[src/rtl/fc_mac_pkg.sv]
// Shared helpers for the fully-connected MAC lane array: width derivation,
// sign extension and MSB-first lane slicing.
package fc_mac_pkg;

    function automatic int clog2(input int value);
        int result;
        result = 0;
        while ((1 << result) < value) result++;
        return result;
    endfunction

    // Width that holds the exact sum of 'lanes' products without overflow.
    function automatic int sumWidth(input int dataWidth, input int weightWidth, input int lanes);
        return dataWidth + weightWidth + clog2(lanes);
    endfunction

    function automatic logic [63:0] sext64(input logic [63:0] value, input int width);
        logic [63:0] shifted;
        shifted = value << (64 - width);
        return 64'($signed(shifted) >>> (64 - width));
    endfunction

    // Lane 0 occupies the most significant slice of a packed lane vector.
    function automatic int laneLsb(input int lane, input int lanes, input int width);
        return (lanes - 1 - lane) * width;
    endfunction

endpackage

[src/rtl/fc_mac_adder_tree.sv]
// Combinational signed reduction of LANES packed products into one exact sum;
// the parent registers the result.
module fc_mac_adder_tree #(
    parameter int LANES      = 20,
    parameter int PROD_WIDTH = 12,
    parameter int SUM_WIDTH  = 17
) (
    input  logic [LANES*PROD_WIDTH-1:0] prod_i,
    output logic [SUM_WIDTH-1:0]        sum_o
);

    logic signed [PROD_WIDTH-1:0] prodLane;
    logic signed [SUM_WIDTH-1:0]  sumAcc;

    // Written as a chain; synthesis is free to rebalance it into a tree.
    always_comb begin
        sumAcc   = '0;
        prodLane = '0;
        for (int i = 0; i < LANES; i++) begin
            prodLane = prod_i[i*PROD_WIDTH +: PROD_WIDTH];
            sumAcc   = sumAcc + SUM_WIDTH'(prodLane);
        end
    end

    assign sum_o = sumAcc;

endmodule

[src/rtl/fc_mac_array.sv]
// Pipelined LANES-wide signed MAC with packet accumulation, bias and overflow flag.
// Optional macro FC_MAC_RELU_EN clamps negative results to zero.
module fc_mac_array
    import fc_mac_pkg::*;
#(
    parameter int LANES        = 20,
    parameter int DATA_WIDTH   = 8,
    parameter int WEIGHT_WIDTH = 4,
    parameter int ACC_WIDTH    = 32
) (
    input  logic                           clk,
    input  logic                           srst,
    input  logic                           in_valid,
    output logic                           in_ready,
    input  logic [LANES*DATA_WIDTH-1:0]    in_data,
    input  logic [LANES*WEIGHT_WIDTH-1:0]  in_weight,
    input  logic [ACC_WIDTH-1:0]           in_bias,
    input  logic                           in_last,
    output logic                           out_valid,
    input  logic                           out_ready,
    output logic [ACC_WIDTH-1:0]           out_data,
    output logic                           out_overflow
);

    localparam int PROD_WIDTH = DATA_WIDTH + WEIGHT_WIDTH;
    localparam int SUM_WIDTH  = sumWidth(DATA_WIDTH, WEIGHT_WIDTH, LANES);

    logic                         en;
    logic                         accLoad;
    logic signed [DATA_WIDTH-1:0]   laneData;
    logic signed [WEIGHT_WIDTH-1:0] laneWeight;
    logic [LANES*PROD_WIDTH-1:0]  prod_d, prod_q;
    logic                         v1_q, last1_q;
    logic [ACC_WIDTH-1:0]         bias1_q;
    logic [SUM_WIDTH-1:0]         sum_d, sum_q;
    logic                         v2_q, last2_q;
    logic [ACC_WIDTH-1:0]         bias2_q;
    logic [ACC_WIDTH-1:0]         acc_d, acc_q;
    logic                         ovf_d, ovf_q;
    logic                         first_q;
    logic [63:0]                  baseWide, sumWide, totalWide;
    logic [ACC_WIDTH-1:0]         outData_d, outData_q;
    logic                         outValid_q, outOvf_q;

    assign en       = !outValid_q || out_ready;
    assign accLoad  = en && v2_q;
    assign in_ready = en;

    always_comb begin
        prod_d     = '0;
        laneData   = '0;
        laneWeight = '0;
        for (int i = 0; i < LANES; i++) begin
            laneData   = in_data[laneLsb(i, LANES, DATA_WIDTH) +: DATA_WIDTH];
            laneWeight = in_weight[laneLsb(i, LANES, WEIGHT_WIDTH) +: WEIGHT_WIDTH];
            prod_d[laneLsb(i, LANES, PROD_WIDTH) +: PROD_WIDTH] =
                PROD_WIDTH'(laneData) * PROD_WIDTH'(laneWeight);
        end
    end

    fc_mac_adder_tree #(
        .LANES      (LANES),
        .PROD_WIDTH (PROD_WIDTH),
        .SUM_WIDTH  (SUM_WIDTH)
    ) u_adder_tree (
        .prod_i (prod_q),
        .sum_o  (sum_d)
    );

    // The add is done exactly in 64 bits; overflow means the wrapped value differs.
    always_comb begin
        baseWide  = sext64(64'(first_q ? bias2_q : acc_q), ACC_WIDTH);
        sumWide   = sext64(64'(sum_q), SUM_WIDTH);
        totalWide = baseWide + sumWide;
        acc_d     = totalWide[ACC_WIDTH-1:0];
        ovf_d     = (totalWide != sext64(64'(acc_d), ACC_WIDTH)) || (!first_q && ovf_q);
`ifdef FC_MAC_RELU_EN
        outData_d = acc_d[ACC_WIDTH-1] ? '0 : acc_d;
`else
        outData_d = acc_d;
`endif
    end

    always_ff @(posedge clk) begin
        if (srst) begin
            v1_q       <= 1'b0;
            last1_q    <= 1'b0;
            bias1_q    <= '0;
            prod_q     <= '0;
            v2_q       <= 1'b0;
            last2_q    <= 1'b0;
            bias2_q    <= '0;
            sum_q      <= '0;
            acc_q      <= '0;
            ovf_q      <= 1'b0;
            first_q    <= 1'b1;
            outValid_q <= 1'b0;
            outData_q  <= '0;
            outOvf_q   <= 1'b0;
        end else begin
            if (en) begin
                v1_q    <= in_valid;
                last1_q <= in_last;
                bias1_q <= in_bias;
                prod_q  <= prod_d;
                v2_q    <= v1_q;
                last2_q <= last1_q;
                bias2_q <= bias1_q;
                sum_q   <= sum_d;
            end
            if (accLoad) begin
                acc_q   <= acc_d;
                ovf_q   <= ovf_d;
                first_q <= last2_q;
            end
            if (accLoad && last2_q) begin
                outValid_q <= 1'b1;
                outData_q  <= outData_d;
                outOvf_q   <= ovf_d;
            end else if (out_ready) begin
                outValid_q <= 1'b0;
            end
        end
    end

    assign out_valid    = outValid_q;
    assign out_data     = outData_q;
    assign out_overflow = outOvf_q;

endmodule
[config.mk]
export PLATFORM = sky130hd
export DESIGN_NAME = fc_mac_array
export DESIGN_NICKNAME = d
export VERILOG_FILES = /design/src/rtl/fc_mac_pkg.sv /design/src/rtl/fc_mac_adder_tree.sv /design/src/rtl/fc_mac_array.sv
export SDC_FILE = /design/constraint.sdc
export NUM_CORES = 2
export LEC_CHECK = 0
export ABC_AREA = 1
export CAP_MARGIN = 20
export CORE_MARGIN = 2
export CORE_UTILIZATION = 48
export DETAILED_ROUTE_END_ITERATION = 7
export PLACE_DENSITY = 0.76
export SKIP_CTS_REPAIR_TIMING = 1
export SYNTH_ARGS = -nofsm -noshare
export SYNTH_HDL_FRONTEND = slang
export SYNTH_SLANG_ARGS = --single-unit
[constraint.sdc]
create_clock -name clk -period 6.7 [get_ports clk]
set_input_delay 1.34 -clock clk [delete_from_list [all_inputs] [get_ports clk]]
set_output_delay 1.34 -clock clk [all_outputs]
set_load 0.05 [all_outputs]
Yosys cells after proc, flatten, opt, wreduce, memory -nomap -nowiden
Index checks and enable logic that the tools add are counted.

Input bits: 277. Logic and storage cells: 66. Output and inout port bits: 35. Register bits: 393.

Eq/ne operators: 1. Reductions and logical operators: 8. Multiplexer cells: 3. Multiply operators: 20. Add/sub/neg operators: 20.

Operators with widths (count): 17-bit by 12-bit adder with 17-bit output (17); 8-bit by 4-bit multiplier with 12-bit output (20); 32-bit by 17-bit adder with 33-bit output (1); 32-bit 2-to-1 mux (1); 32-bit != test (1); 13-bit by 12-bit adder with 14-bit output (1); 12-bit by 12-bit adder with 13-bit output (1); 1-bit logical AND (3); 1-bit logical NOT (2); 1-bit logical OR (2); 1-bit 2-to-1 mux (2); 2-bit nonzero test (1).

Longest topological paths before layout
Word-level depth: 19. Gate-level depth with buffers: 31. Gate-level depth less buffers: 31.

Cells and area by module
From an unflattened synthesis, not the netlist that was laid out.

Cells, all modules: 5508. Area total of the unflattened synthesis: 43628.1 um^2.

By module, submodules not included: fc_mac_array (area each 36635.1 um^2, sequential area each 7867.5 um^2, instances 1, cells each 4725); fc_mac_adder_tree (area each 6993.0 um^2, sequential area each 0.0 um^2, instances 1, cells each 783).

Least setup slack after synthesis
No wires, ideal clock.

Kind: reg-to-reg. Start: register prod_q[1]. End: register sum_q[16]. Setup time: 0.114 ns. Data required time: 6.586 ns. Slack: 0.803 ns. Arrival: 5.783 ns. Stages on the path, launching flop included: 28. Period minus slack after synthesis: 5.897 ns. Path buffers: 0. Cell sequence: dfxtp_1 fa_1 ha_1 fa_1 nand3_1 nand3_1 a31oi_1 xor2_1 fa_1 inv_1 fa_1 inv_1 fa_1 inv_1 fa_1 inv_1 fa_1 inv_1 ha_1 a21o_1 a21oi_1 o21ai_0 nand2_1 nand2_1 nand2_1 nand2_1 o21bai_1 inv_1.

Cells in the longest elaborated chain, start to end: 19.

RTL lines: from (decl) (RTL line fc_mac_array.sv:32) `logic [LANES*PROD_WIDTH-1:0] prod_d, prod_q;`; from (signal assigned) (RTL line fc_mac_array.sv:105) `prod_q <= prod_d;`; 12-bit by 12-bit adder with 13-bit output (RTL line fc_mac_adder_tree.sv:21) `sumAcc = sumAcc + SUM_WIDTH'(prodLane);`; 13-bit by 12-bit adder with 14-bit output (RTL line fc_mac_adder_tree.sv:21); 17-bit by 12-bit adder with 17-bit output (17 in series) (RTL line fc_mac_adder_tree.sv:21); to (signal assigned) (RTL line fc_mac_array.sv:109) `sum_q <= sum_d;`; to (decl) (RTL line fc_mac_array.sv:35) `logic [SUM_WIDTH-1:0] sum_d, sum_q;`.

No other way between the ends. A chain may end at the register's enable or synchronous reset.

Worst setup path after layout
Start: register prod_q[1]. End: register sum_q[14].

Same word-level chain as after synthesis.

==> metrics.md <==
| Metric | Value |
|---|---|
| Routability-driven placement congestion ratio | `0.9667` |
| Average wire per cell in the routed design | `15.86 µm` |
| Clock Path Buffers | `3` |
| Met2 routed wirelength | `53270 µm` |
| Syn Inst Count | `5602` |
| Number of fill cells | `8305` |
| CTS Buf Count | `43` |
| Total of flip-flops plus latches after synthesis | `393` |
| Die X-Extent | `307.8 µm` |
| Endpoint arrival time on the critical path | `6830 ps` |
| Port buffer count | `311` |
| Placement Setup Slack | `334.3 ps` |
| Number of remaining DRC errors | `0` |
| Ys Warns | `0` |
| Netlist cell types | `41` |
| Top routing layer used | `met4` |
| Root Buffer Master | `sky130_fd_sc_hd__clkbuf_16` |
| Cell types occupying the most area after synthesis | `sky130_fd_sc_hd__fa_1 (25%), sky130_fd_sc_hd__dfxtp_1 (18%), sky130_fd_sc_hd__ha_1 (13%), sky130_fd_sc_hd__inv_1 (11%), sky130_fd_sc_hd__nand2_1 (7.9%)` |
| Post-detailed-placement half-perimeter wirelength | `91900 µm` |
| Actual slew at the worst max-slew pin | `913.0 ps` |
| Endpoint kind of the worst setup timing path | `flop` |
| Wire length of the first global-routing pass | `181000 µm` |
| Number of max-slew violations in the final report | `0` |
| Status | `finished clean` |
| Total routing resource utilization after global routing | `0.2359` |
| Launch point of the worst reg-to-reg path | `prod_q[1]` |
| Layout Nets | `7082` |
| Total I/O pin count | `312` |
| Global-route congestion overflow total | `0` |
| Timing startpoint of the critical path | `prod_q[1]` |
| Area of the mapped netlist | `0.04429 mm²` |
| Post-Route M1 WL | `49080 µm` |
| Pin count of the biggest net entering global routing | `173` |
| Worst Clk Skew | `27.91 ps` |
| Critical path fanouts, max | `4` |
| Min cycle time layout | `6339 ps` |
| Clock edge transition at the registers on the reported setup and hold paths | `60 ps` |
| Clock network latency to the later pin of the worst-skew pair | `590 ps` |
| Starting density of the core | `0.4839` |
| Syn-to-layout area delta | `12.44%` |
| Pre-antenna DRT Iters | `5` |
| Post-detailed-route via-to-cell ratio | `5.102` |
| Least setup slack across all paths after layout | `361.2 ps` |
| Max-cap viol count | `0` |
| Iteration-0 DRC count of the detailed router | `2362` |
| Start-to-end type of the worst setup path | `reg2reg` |
| Via total after detailed routing | `35740` |
| Highest clock frequency the design can meet | `0.1578 GHz` |
| H-tree depth | `2` |
| Post-synthesis average cell area | `7.907 µm²` |
| Nets in the synthesized netlist | `6905` |
| Routed length on met3 | `5127 µm` |
| Final setup viols | `0` |
| Residual antenna-violating net count after detailed routing | `0` |
| Required arrival time at the worst endpoint | `7190 ps` |
| Height of the die | `307.8 µm` |
| Number of hold violations in the final report | `0` |
| Core area | `0.09152 mm²` |
| Number of clock sinks | `393` |
| Number of placement rows | `111` |
| TritonCTS clock tree | `built` |
| Fraction of final layout cells sized beyond drive strength 1 | `0.04215` |
| Path type of the worst min-delay path | `reg2reg` |
| Worst max-slew margin expressed relative to the limit | `0.3913` |
| Via count of the first global-routing pass | `35450` |
| Type of origin of the critical path | `flop` |
| Total wire length | `111100 µm` |
| Area enclosed by the die boundary | `0.09472 mm²` |
| Library cell occupying the most area in the post-synthesis netlist | `sky130_fd_sc_hd__fa_1` |
| Launch instance of the worst min-delay path | `acc_q[0]` |
| Period utilization | `0.9461` |
| Proportion of netlist area held by the largest area contributor | `0.2531` |
| Antenna violations before repair | `8` |
| Proportion of synthesized chip area in sequential cells | `0.1776` |
[critical path: stages (launching register included)]
cell	delay, ps
sky130_fd_sc_hd__dfxtp_1	330
sky130_fd_sc_hd__fa_1	470
sky130_fd_sc_hd__ha_1	230
sky130_fd_sc_hd__fa_1	480
sky130_fd_sc_hd__nand3_1	110
sky130_fd_sc_hd__nand3_1	140
sky130_fd_sc_hd__a31oi_2	200
sky130_fd_sc_hd__xor2_1	110
sky130_fd_sc_hd__fa_1	490
sky130_fd_sc_hd__inv_1	50
sky130_fd_sc_hd__fa_1	490
sky130_fd_sc_hd__inv_1	50
sky130_fd_sc_hd__fa_1	500
sky130_fd_sc_hd__inv_1	60
sky130_fd_sc_hd__fa_1	530
sky130_fd_sc_hd__inv_1	50
sky130_fd_sc_hd__fa_1	470
sky130_fd_sc_hd__inv_1	40
sky130_fd_sc_hd__ha_1	330
sky130_fd_sc_hd__a21o_1	200
sky130_fd_sc_hd__a21oi_1	290
sky130_fd_sc_hd__o21ai_0	200
sky130_fd_sc_hd__nand2_1	130
sky130_fd_sc_hd__nand2_1	50
sky130_fd_sc_hd__nand2_1	60
sky130_fd_sc_hd__nand3_1	60
sky130_fd_sc_hd__nand3_1	100
sky130_fd_sc_hd__inv_1	50
[kinds of logic after synthesis]
family	count (synthesis)	synth area share
fa+ha+maj	1026	0.3847
simple gates	1571	0.1486
compound gates	903	0.1137
buf+inv	1451	0.1241
flops	393	0.1776
xor+xnor	258	0.05119
[layout make-up]
| type | instances | area, µm² | area share |
|---|---|---|---|
| Multi-Input combinational cell | 3758 | 30940 | 0.6213 |
| Sequential cell | 393 | 7868 | 0.1580 |
| Inverter | 1259 | 4741 | 0.09519 |
| Timing Repair Buffer | 324 | 3231 | 0.06487 |
| Tap cell | 1186 | 1484 | 0.02980 |
| Clock buffer | 62 | 1267 | 0.02545 |
| Clock inverter | 16 | 254.0 | 0.005100 |
| Antenna cell | 7 | 17.52 | 0.0003517 |
[final timing paths]
path,endpoint,slack [ps],cells past startpoint
worst max register to register,sum_q[14],360,27
worst min register to register,acc_q[0],460,2
worst min-delay path,acc_q[0],460,2
worst max-delay path,sum_q[14],360,27
[Yosys cell counts, drive strengths merged]
library cell / instances
o21ai: 418
a21oi: 285
fa: 560
o2111ai: 1
nand3: 135
o31ai: 2
o21bai: 123
inv: 1257
xnor2: 87
dfxtp: 393
a21boi: 1
clkinv: 2
a21o: 25
ha: 466
a31oi: 4
nor2: 313
nor4: 1
nand2: 945
buf: 49
a22o: 1
nand4: 27
xor2: 171
or2: 127
o21a: 12
o211ai: 31
clkbuf: 143
nand3b: 14
nor3: 9
[flip-flops by register name (all words and copies together) (netlist names)]
signal and flops:
ovf_q 1, v2_q 1, out_overflow 1, v1_q 1, last1_q 1, out_valid 1, bias2_q 32, acc_q 32
first_q 1, out_data 32, prod_q 240, bias1_q 32, sum_q 17, last2_q 1
[cells in the final DEF (no fill, tap or decap), drive strengths merged]
master,n
a21boi,1
a21o,25
a21oi,285
a22o,1
a31oi,4
buf,14
bufinv,6
clkbuf,62
clkdlybuf4s50,310
clkinv,8
clkinvlp,1
dfxtp,393
diode,7
fa,560
ha,466
inv,1260
nand2,945
nand3,135
nand3b,14
nand4,27
nor2,313
nor3,9
nor4,1
o2111ai,1
o211ai,31
o21a,12
o21ai,418
o21bai,123
o31ai,2
or2,127
xnor2,87
xor2,171
[per-layer routing]
layer  GRT usage  vias up
li1            -    17480
met1      0.3179    17270
met2      0.3988      827
met3     0.02305      164
met4     0.07521        0
met5           0        -
[per-stage QoR]
stage / hold WS, ps / TNS, ps / instance area, µm² / util / std cells
final: 462.9 / 0 / 49800 / 0.5442 / 7005
after global routing: 488.0 / -23.05 / 49800 / 0.5442 / 7005
after CTS: 467.1 / 0 / 49770 / 0.5438 / 6998
after detailed placement: 456.5 / 0 / 48250 / 0.5272 / 6920
after global placement: 446.2 / 0 / 48250 / 0.5272 / 6920
after floorplan: 424.4 / 0 / 44290 / - / 5602
Power is left out: the tool's default activity adds up to more than one toggle a clock period on the data nets, which glitch-free logic cannot reach.
